<file path="config.mk">
export PLATFORM = sky130hd
export DESIGN_NAME = quad_decoder
export DESIGN_NICKNAME = d
export VERILOG_FILES = /design/src/rtl/quad_pkg.sv /design/src/rtl/quad_input_filter.sv /design/src/rtl/quad_decoder.sv
export SDC_FILE = /design/constraint.sdc
export NUM_CORES = 1
export LEC_CHECK = 0
export CAP_MARGIN = 15
export CORE_UTILIZATION = 59
export DETAILED_ROUTE_END_ITERATION = 12
export MAX_ROUTING_LAYER = met4
export PLACE_DENSITY_LB_ADDON = 0.1
export REMOVE_ABC_BUFFERS = 1
export SETUP_SLACK_MARGIN = 0.2
export SLEW_MARGIN = 20
export SYNTH_ARGS = -nofsm -noshare
export SYNTH_HDL_FRONTEND = slang
export SYNTH_SLANG_ARGS = --single-unit
</file>
<file path="constraint.sdc">
create_clock -name clk -period 2.8 [get_ports clk]
set_input_delay 0.28 -clock clk [delete_from_list [all_inputs] [get_ports clk]]
set_output_delay 0.28 -clock clk [all_outputs]
set_load 0.1 [all_outputs]
</file>
<file path="src/rtl/quad_pkg.sv">
// Shared types and Gray-code helpers for the quadrature decoder.
package quad_pkg;

    typedef enum logic {
        INIT,
        TRACK
    } state_t;

    // Phase pair packed as {A, B}
    typedef logic [1:0] phase_t;

    // Gray codes in counting-up order (A leads B)
    localparam phase_t GRAY_0 = 2'b00;
    localparam phase_t GRAY_1 = 2'b10;
    localparam phase_t GRAY_2 = 2'b11;
    localparam phase_t GRAY_3 = 2'b01;

    // Successor of a phase code when the encoder turns in the up direction
    function automatic phase_t next_up(input phase_t p);
        phase_t n;
        case (p)
            GRAY_0:  n = GRAY_1;
            GRAY_1:  n = GRAY_2;
            GRAY_2:  n = GRAY_3;
            default: n = GRAY_0;
        endcase
        return n;
    endfunction

endpackage

</file>
<file path="src/rtl/quad_input_filter.sv">
// Synchronizer chain plus persistence filter for one encoder phase.
module quad_input_filter #(
    parameter int SYNC_STAGES = 2,
    parameter int FILTER_LEN  = 3
) (
    input  logic clk,
    input  logic rstn,
    input  logic phase_i,
    output logic level_o
);

    localparam int CW = $clog2(FILTER_LEN + 1);
    localparam logic [CW-1:0] CNT_LAST = CW'(FILTER_LEN - 1);

    logic [SYNC_STAGES-1:0] sync_q;
    logic [CW-1:0]          cnt_q, cnt_d;
    logic                   level_q, level_d;
    logic                   sample;

    assign sample  = sync_q[SYNC_STAGES-1];
    assign level_o = level_q;

    // Count consecutive samples that disagree with the accepted level
    always_comb begin
        cnt_d   = '0;
        level_d = level_q;
        if (sample != level_q) begin
            if (cnt_q == CNT_LAST) begin
                level_d = sample;
            end else begin
                cnt_d = cnt_q + 1'b1;
            end
        end
    end

    // Synchronizer shift and filter state registers
    always_ff @(posedge clk or negedge rstn) begin
        if (!rstn) begin
            sync_q  <= '0;
            cnt_q   <= '0;
            level_q <= 1'b0;
        end else begin
            sync_q  <= {sync_q[SYNC_STAGES-2:0], phase_i};
            cnt_q   <= cnt_d;
            level_q <= level_d;
        end
    end

endmodule

</file>
<file path="src/rtl/quad_decoder.sv">
// Quadrature decoder: filtered A/B phases to an up/down position count.
module quad_decoder
    import quad_pkg::*;
#(
    parameter int WIDTH       = 16,
    parameter int SYNC_STAGES = 2,
    parameter int FILTER_LEN  = 3
) (
    input  logic             clk,
    input  logic             rstn,
    input  logic             quad_a,
    input  logic             quad_b,
    input  logic             clear,
    input  logic             err_clr,
    output logic [WIDTH-1:0] count_out,
    output logic             dir,
    output logic             step,
    output logic             err
);

    // After reset the filters still hold 0 while the pins may sit elsewhere;
    // INIT keeps re-adopting the filtered pair until the pipeline has
    // flushed, so a steady pin level at release never looks like motion.
    localparam int SETTLE = SYNC_STAGES + FILTER_LEN;
    localparam int SW     = $clog2(SETTLE + 1);
    localparam logic [SW-1:0] SETTLE_LAST = SW'(SETTLE);

    logic             fa, fb;
    phase_t           cur, prev_q;
    state_t           state_q;
    logic [SW-1:0]    settle_q;
    logic [WIDTH-1:0] count_q;
    logic             dir_q, step_q, err_q;
    logic             mv_up, mv_dn, mv_bad;

    quad_input_filter #(
        .SYNC_STAGES(SYNC_STAGES),
        .FILTER_LEN (FILTER_LEN)
    ) u_filt_a (
        .clk    (clk),
        .rstn   (rstn),
        .phase_i(quad_a),
        .level_o(fa)
    );

    quad_input_filter #(
        .SYNC_STAGES(SYNC_STAGES),
        .FILTER_LEN (FILTER_LEN)
    ) u_filt_b (
        .clk    (clk),
        .rstn   (rstn),
        .phase_i(quad_b),
        .level_o(fb)
    );

    assign count_out = count_q;
    assign dir       = dir_q;
    assign step      = step_q;
    assign err       = err_q;

    // Classify the transition from the previous phase pair to the current one
    always_comb begin
        cur    = {fa, fb};
        mv_up  = (cur == next_up(prev_q));
        mv_dn  = (prev_q == next_up(cur));
        mv_bad = ((cur ^ prev_q) == 2'b11);
    end

    // FSM, previous-phase register, position counter and status flags
    always_ff @(posedge clk or negedge rstn) begin
        if (!rstn) begin
            state_q  <= INIT;
            settle_q <= '0;
            prev_q   <= GRAY_0;
            count_q  <= '0;
            dir_q    <= 1'b1;
            step_q   <= 1'b0;
            err_q    <= 1'b0;
        end else begin
            step_q <= 1'b0;
            prev_q <= cur;
            if (clear) begin
                count_q <= '0;
            end
            if (err_clr) begin
                err_q <= 1'b0;
            end
            case (state_q)
                INIT: begin
                    if (settle_q == SETTLE_LAST) begin
                        state_q <= TRACK;
                    end else begin
                        settle_q <= settle_q + 1'b1;
                    end
                end
                TRACK: begin
                    if (mv_up) begin
                        dir_q <= 1'b1;
                        if (!clear) begin
                            count_q <= count_q + 1'b1;
                            step_q  <= 1'b1;
                        end
                    end else if (mv_dn) begin
                        dir_q <= 1'b0;
                        if (!clear) begin
                            count_q <= count_q - 1'b1;
                            step_q  <= 1'b1;
                        end
                    end else if (mv_bad) begin
                        err_q <= 1'b1;
                    end
                end
                default: state_q <= INIT;
            endcase
        end
    end

endmodule
</file>
==> qor.txt, run 1 <==
outcome - complete, no violations
cts bufs inserted - 5
sum of net half-perimeters after detailed placement - 2650 um
CTS clock-pin slew for the worst setup and hold paths - 130 ps
yosys synthesis warning count - 0
worst-case register-to-register setup slack - 750 ps
remaining global-route overflow - 0
commonest cells after routing, fill and taps aside - 34 x sky130_fd_sc_hd__dfrtp_1, 26 x sky130_fd_sc_hd__nor2_1, 21 x sky130_fd_sc_hd__buf_4
Max Buffers Root-to-Sink - 2
area delta synth->final - 15.5%
DRT iter0 DRCs - 124
HP Class - in -> async
source-to-sink clock delay at the later pin of the worst-skew pair - 350 ps
buffers inserted during post-CTS setup optimization - 0
critical path data arrival time - 2280 ps
peak clock frequency supported by timing - 488 MHz
average via count per standard cell - 5.84
number of hold-repair buffers added at the cts stage - 0
Routed wire per std cell - 14.0 um
leading cell type in the layout, fill and taps excluded - sky130_fd_sc_hd__dfrtp_1
number of cell instances on the worst register-to-register path - 4
unique cell type count in the Yosys netlist - 38
fin util - 0.729
Die W - 59.6 um
vias in the first global route - 1551
start point of the critical path - state_q
overall track demand over capacity in global routing - 0.254
WS Path Type - reg -> reg
critical register-to-register path endpoint - count_out[6]
vertical die dimension - 59.6 um
starting density of the core - 0.631
most area-consuming cells after synthesis - sky130_fd_sc_hd__dfrtp_1 43%, sky130_fd_sc_hd__mux2_2 7.5%, sky130_fd_sc_hd__nor2b_1 5.4%
count of standard-cell rows - 20
setup repair after global routing missed its margin - no
number of filler instances in the final layout - 238
Tmin final - 2050 ps
post-synthesis cell area - 1960 um^2
number of flops mapped to enable cells by yosys - 0
number of nets with antenna violations after detailed routing - 0
slew at the pin closest to its max-slew limit - 971 ps
worst hold slack - 339 ps
share of cells above drive strength 1 - 0.218
number of standard cells after synthesis - 201
Synth Area per Inst - 9.75 um^2
number of failing hold endpoints at the final stage - 0
initial antenna violation count - 0
quantity of I/O buffers inserted on ports - 24
PostCTS Resize Cnt - 0
flop and latch count out of synthesis - 35
placeable core region - 3100 um^2
wire length of the first global-routing pass - 6480 um
Yosys top cell by area - sky130_fd_sc_hd__dfrtp_1
CTS Root Cell - sky130_fd_sc_hd__clkbuf_4
drc violations - 0
clk sink count - 35
headroom to the max-slew limit - 0.351
pin count of the biggest net entering global routing - 36
post-route clock skew - 18.1 ps
Most used DFF post-synth - sky130_fd_sc_hd__dfrtp_1
max capacitance violation total - 0
routed wire length - 3780 um
Required @ worst endpoint - 3030 ps
Placer Congestion - 0.863
I/O pin cnt - 25
Pins Over Slew Limit - 0
Final setup viols - 0
maximum level of the CTS H-tree - 2
final cycle utilization of the critical path - 0.732
share of the yosys chip area belonging to registers - 0.448
fraction of post-synthesis cell area in the top cell type by area - 0.434
overall via count from detail_route - 1570
launching point of the worst reg2reg path - state_q
largest fanout of any net on the critical path - 16
total negative slack - 0 ps
critical path endpoint category - flip-flop
clock tree from TritonCTS - built
Post-layout nets - 234
diodes inserted - 0
kind of start point of the critical path - flip-flop
full die area - 3560 um^2
share of flip-flops with an asynchronous set or reset after synthesis - 1.00
Detailed Routing Iterations Pass 1 - 4
## per-layer routing
metal / vias to the layer above / track usage / wire length (um)
met5: - / - / 0
met4: 0 / 0.0963 / 44
met3: 7 / 0.0764 / 257
met2: 62 / 0.422 / 1870
met1: 741 / 0.288 / 1610
li1: 760 / - / -
## sequential cells by signal, indices dropped and copies added (netlist names)
name	cells
dir	1
step	1
u_filt_a.cnt_q	2
u_filt_b.level_o	1
prev_q	2
count_out	16
u_filt_b.sync_q	2
u_filt_a.level_o	1
err	1
state_q	1
u_filt_b.cnt_q	2
u_filt_a.sync_q	2
settle_q	3
## cells by family after synthesis
kind of cell    share of synthesized area
compound gates                     0.0843
xor+xnor                           0.0568
fa+ha+maj                          0.0255
buf+inv                            0.0338
flops                               0.448
mux                                0.0920
simple gates                        0.260
## cells in the mapped netlist (2+ instances only)
cell                        n
sky130_fd_sc_hd__mux2_1     3
sky130_fd_sc_hd__nor3_1     9
sky130_fd_sc_hd__nor3b_1    2
sky130_fd_sc_hd__a22oi_1    3
sky130_fd_sc_hd__nand2_1    8
sky130_fd_sc_hd__ha_1       4
sky130_fd_sc_hd__a32oi_1    6
sky130_fd_sc_hd__buf_2      2
sky130_fd_sc_hd__mux2_2    13
sky130_fd_sc_hd__nor4_1     7
sky130_fd_sc_hd__nand3_1    7
sky130_fd_sc_hd__a21oi_1    5
sky130_fd_sc_hd__xor2_1     3
sky130_fd_sc_hd__clkbuf_1   7
sky130_fd_sc_hd__or3_1      4
sky130_fd_sc_hd__xnor2_2    2
sky130_fd_sc_hd__inv_1      7
sky130_fd_sc_hd__nor2_1    26
sky130_fd_sc_hd__o21ai_0    7
sky130_fd_sc_hd__and2_1     2
sky130_fd_sc_hd__nand4_1    3
sky130_fd_sc_hd__xnor2_1    6
sky130_fd_sc_hd__nor2b_1   17
sky130_fd_sc_hd__dfrtp_1   34
## how the worst max path moves through the flow
stage,to,slack [ps],depth (start not counted)
2_1_floorplan,count_out[14],450,4
3_3_place_gp,count_out[14],790,4
3_5_place_dp,count_out[8],770,4
4_1_cts,count_out[3],740,4
5_1_grt,count_out[3],560,4
6_report,count_out[6],750,4
## critical path: stages (launching register included)
cell	delay (ps)
sky130_fd_sc_hd__dfrtp_1	660
sky130_fd_sc_hd__inv_1	300
sky130_fd_sc_hd__or3_1	420
sky130_fd_sc_hd__o21ai_0	200
sky130_fd_sc_hd__mux2_2	350
## final cells by class
class,count,area (um^2),share of cell area
Sequential cell,35,877,0.388
Tap cell,44,55.1,0.0243
Clock buffer,5,37.5,0.0166
Timing Repair Buffer,26,208,0.0918
Clock inverter,3,43.8,0.0193
Multi-Input combinational cell,149,1020,0.449
Inverter,7,26.3,0.0116
## stage by stage
stage	instances	cell area [um^2]	worst slack, ps
floorplan	191	1920	446
global placement	261	2180	793
detailed placement	261	2180	769
CTS	269	2260	744
global route	269	2260	560
finish	269	2260	749
Power of run 1 is left out: the tool's default activity adds up to more than one toggle a clock period on the data nets, which glitch-free logic cannot reach.
==> run 2: changes to the inputs <==
- CORE_UTILIZATION: 59 -> 49
- clock period: 2.8 -> 1.8 ns (I/O delays scaled with it)
==> run 2 against run 1 <==
  * The flow now finishes with violations (setup timing)
  * Hold slack got worse by 41 ps
  * Die area grew 20%
  * Sequential cell count unchanged
  * Design area is 28% higher
  * Global-route usage up 0.72 points
  * Non-clock buffer count is 37 higher
  * Largest cell class unchanged
  * Utilization grew 4.5 points
  * Wire length rose by 48%
  * Critical path type unchanged
  * Final cell count increased by 15%
  * Via count is 18% higher
  * Critical path depth increased by 1
  * Maximum frequency up 4.3%
==> qor.txt, run 2 (synthesis results as in run 1) <==
WS Path Type - reg -> reg
overall via count from detail_route - 1856 (+18%)
I/O pin cnt - 25 (unchanged)
number of failing hold endpoints at the final stage - 0 (unchanged)
Inst Count DP - 286 (+9.6%)
largest fanout of any net on the critical path - 5 (-11)
headroom to the max-slew limit - 0.697 (+0.347)
sum of net half-perimeters after detailed placement - 3040 um (+15%)
routed wire length - 5600 um (+48%)
average via count per standard cell - 5.99 (+2.6%)
commonest cells after routing, fill and taps aside - 41 x sky130_fd_sc_hd__buf_4, 31 x sky130_fd_sc_hd__dfrtp_1, 26 x sky130_fd_sc_hd__nor2_1
vias in the first global route - 1704 (+9.9%)
Pins Over Slew Limit - 0 (unchanged)
number of filler instances in the final layout - 231 (-2.9%)
violated checks - setup timing
starting density of the core - 0.523 (-0.108)
full die area - 4260 um^2 (+20%)
leading cell type in the layout, fill and taps excluded - sky130_fd_sc_hd__buf_4
peak clock frequency supported by timing - 508 MHz (+4.3%)
pin count of the biggest net entering global routing - 36 (unchanged)
drc violations - 0 (unchanged)
smallest setup slack after layout - -167 ps (-916 ps)
quantity of I/O buffers inserted on ports - 24 (unchanged)
Final setup viols - 10 (+10)
Post-layout nets - 271 (+16%)
count of standard-cell rows - 22 (+10%)
wire length of the first global-routing pass - 8110 um (+25%)
Placer Congestion - 0.875 (+1.4%)
fin util - 0.775 (+0.0453)
kind of start point of the critical path - flip-flop
share of cells above drive strength 1 - 0.424 (+0.206)
diodes inserted - 0 (unchanged)
setup repair after global routing missed its margin - yes
maximum level of the CTS H-tree - 2 (unchanged)
area delta synth->final - 48.0%
outcome - finished with violations
number of nets with antenna violations after detailed routing - 0 (unchanged)
number of cells in the finished layout apart from fillers - 310 (+15%)
slew at the pin closest to its max-slew limit - 454 ps (-517 ps)
critical path data arrival time - 2140 ps (-140 ps)
final cycle utilization of the critical path - 1.09 (+0.360)
initial antenna violation count - 0 (unchanged)
cts bufs inserted - 5 (unchanged)
CTS clock-pin slew for the worst setup and hold paths - 80 ps (-50 ps)
overall track demand over capacity in global routing - 0.261 (+0.00717)
number of flip-flops in the largest register - 16 (unchanged)
max capacitance violation total - 0 (unchanged)
post-route clock skew - 12.5 ps (-5.64 ps)
Die W - 65.2 um (+9.4%)
placeable core region - 3740 um^2 (+21%)
Routed wire per std cell - 18.1 um (+29%)
Tmin final - 1970 ps (-84.3 ps)
vertical die dimension - 65.2 um (+9.4%)
Max Buffers Root-to-Sink - 2 (unchanged)
remaining global-route overflow - 0 (unchanged)
source-to-sink clock delay at the later pin of the worst-skew pair - 300 ps (-50 ps)
number of hold-repair buffers added at the cts stage - 0 (unchanged)
clock tree from TritonCTS - built
Required @ worst endpoint - 1970 ps (-1060 ps)
Detailed Routing Iterations Pass 1 - 5 (+1)
DRT iter0 DRCs - 181 (+46%)
CTS Root Cell - sky130_fd_sc_hd__clkbuf_8
critical path endpoint category - flip-flop
HP Class - in -> async
clk sink count - 35 (unchanged)
-- run 2: cell count changes in the layout (fill, tap and decap cells not counted), moves of 4 or more --
cell and delta:
sky130_fd_sc_hd__buf_6 +8, sky130_fd_sc_hd__buf_4 +20, sky130_fd_sc_hd__clkbuf_8 +5, sky130_fd_sc_hd__clkbuf_4 -5, sky130_fd_sc_hd__mux2_2 -5, sky130_fd_sc_hd__mux2_4 +5
sky130_fd_sc_hd__buf_12 +8, sky130_fd_sc_hd__o21ai_0 -4
-- run 2: cell type report --
cell class | instances | area, um^2 | area share
clock buffers | 7 | 76.3 | 0.0263
multi-input cells | 149 | 1220 | 0.421
well taps | 48 | 60.1 | 0.0207
repair buffers | 63 | 623 | 0.215
flip-flops and latches | 35 | 881 | 0.304
clock inverters | 1 | 5.00 | 0.00173
inverters | 7 | 33.8 | 0.0116
-- run 2: through the flow --
stage | hold slack (ps) | TNS (ps) | setup WS (ps) | area, um^2
CTS | 319 | -465 | -76.5 | 2750
global route | 325 | -1480 | -216 | 2900
finish | 299 | -791 | -167 | 2900
floorplan | -116 | -6380 | -554 | 1920
global placement | 340 | -303 | -55.8 | 2440
detailed placement | 350 | -1040 | -130 | 2440
-- run 2: path summary, 6_finish.rpt --
kind | from | endpoint | slack (ps) | cells past startpoint
min in group clk | quad_a | u_filt_a.sync_q[0] | 330 | 1
setup reg to reg | count_out[6] | count_out[9] | -170 | 5
max in group asynchronous | rstn | dir | 1140 | 2
setup / recovery | count_out[6] | count_out[9] | -170 | 5
hold / removal | rstn | count_out[3] | 300 | 2
hold reg to reg | u_filt_b.sync_q[0] | u_filt_b.sync_q[1] | 350 | 0
-- run 2: worst max-delay path: stages (launching register included) --
cell and delay, ps:
sky130_fd_sc_hd__dfrtp_1 390, sky130_fd_sc_hd__or4_4 550, sky130_fd_sc_hd__nor4_4 270, sky130_fd_sc_hd__buf_4 220, sky130_fd_sc_hd__a22oi_1 100, sky130_fd_sc_hd__mux2_2 310
-- run 2: routing by layer --
metal | global-route usage | up-vias | part of all wire | wire (um)
met2 | 0.439 | 109 | 0.51 | 2880
met1 | 0.305 | 895 | 0.38 | 2130
li1 | - | 828 | - | -
met4 | 0.114 | 0 | 0.032 | 181
met3 | 0.0469 | 24 | 0.073 | 409
met5 | - | - | 0 | 0
-- run 2: repair_timing --
action,CTS,global route
gates resized for setup,34,24
pin swaps,14,11
endpoints found under the hold margin,0,0
setup buffers,9,7
setup endpoints to repair,15,16
Power of run 2 is left out for the same reason.
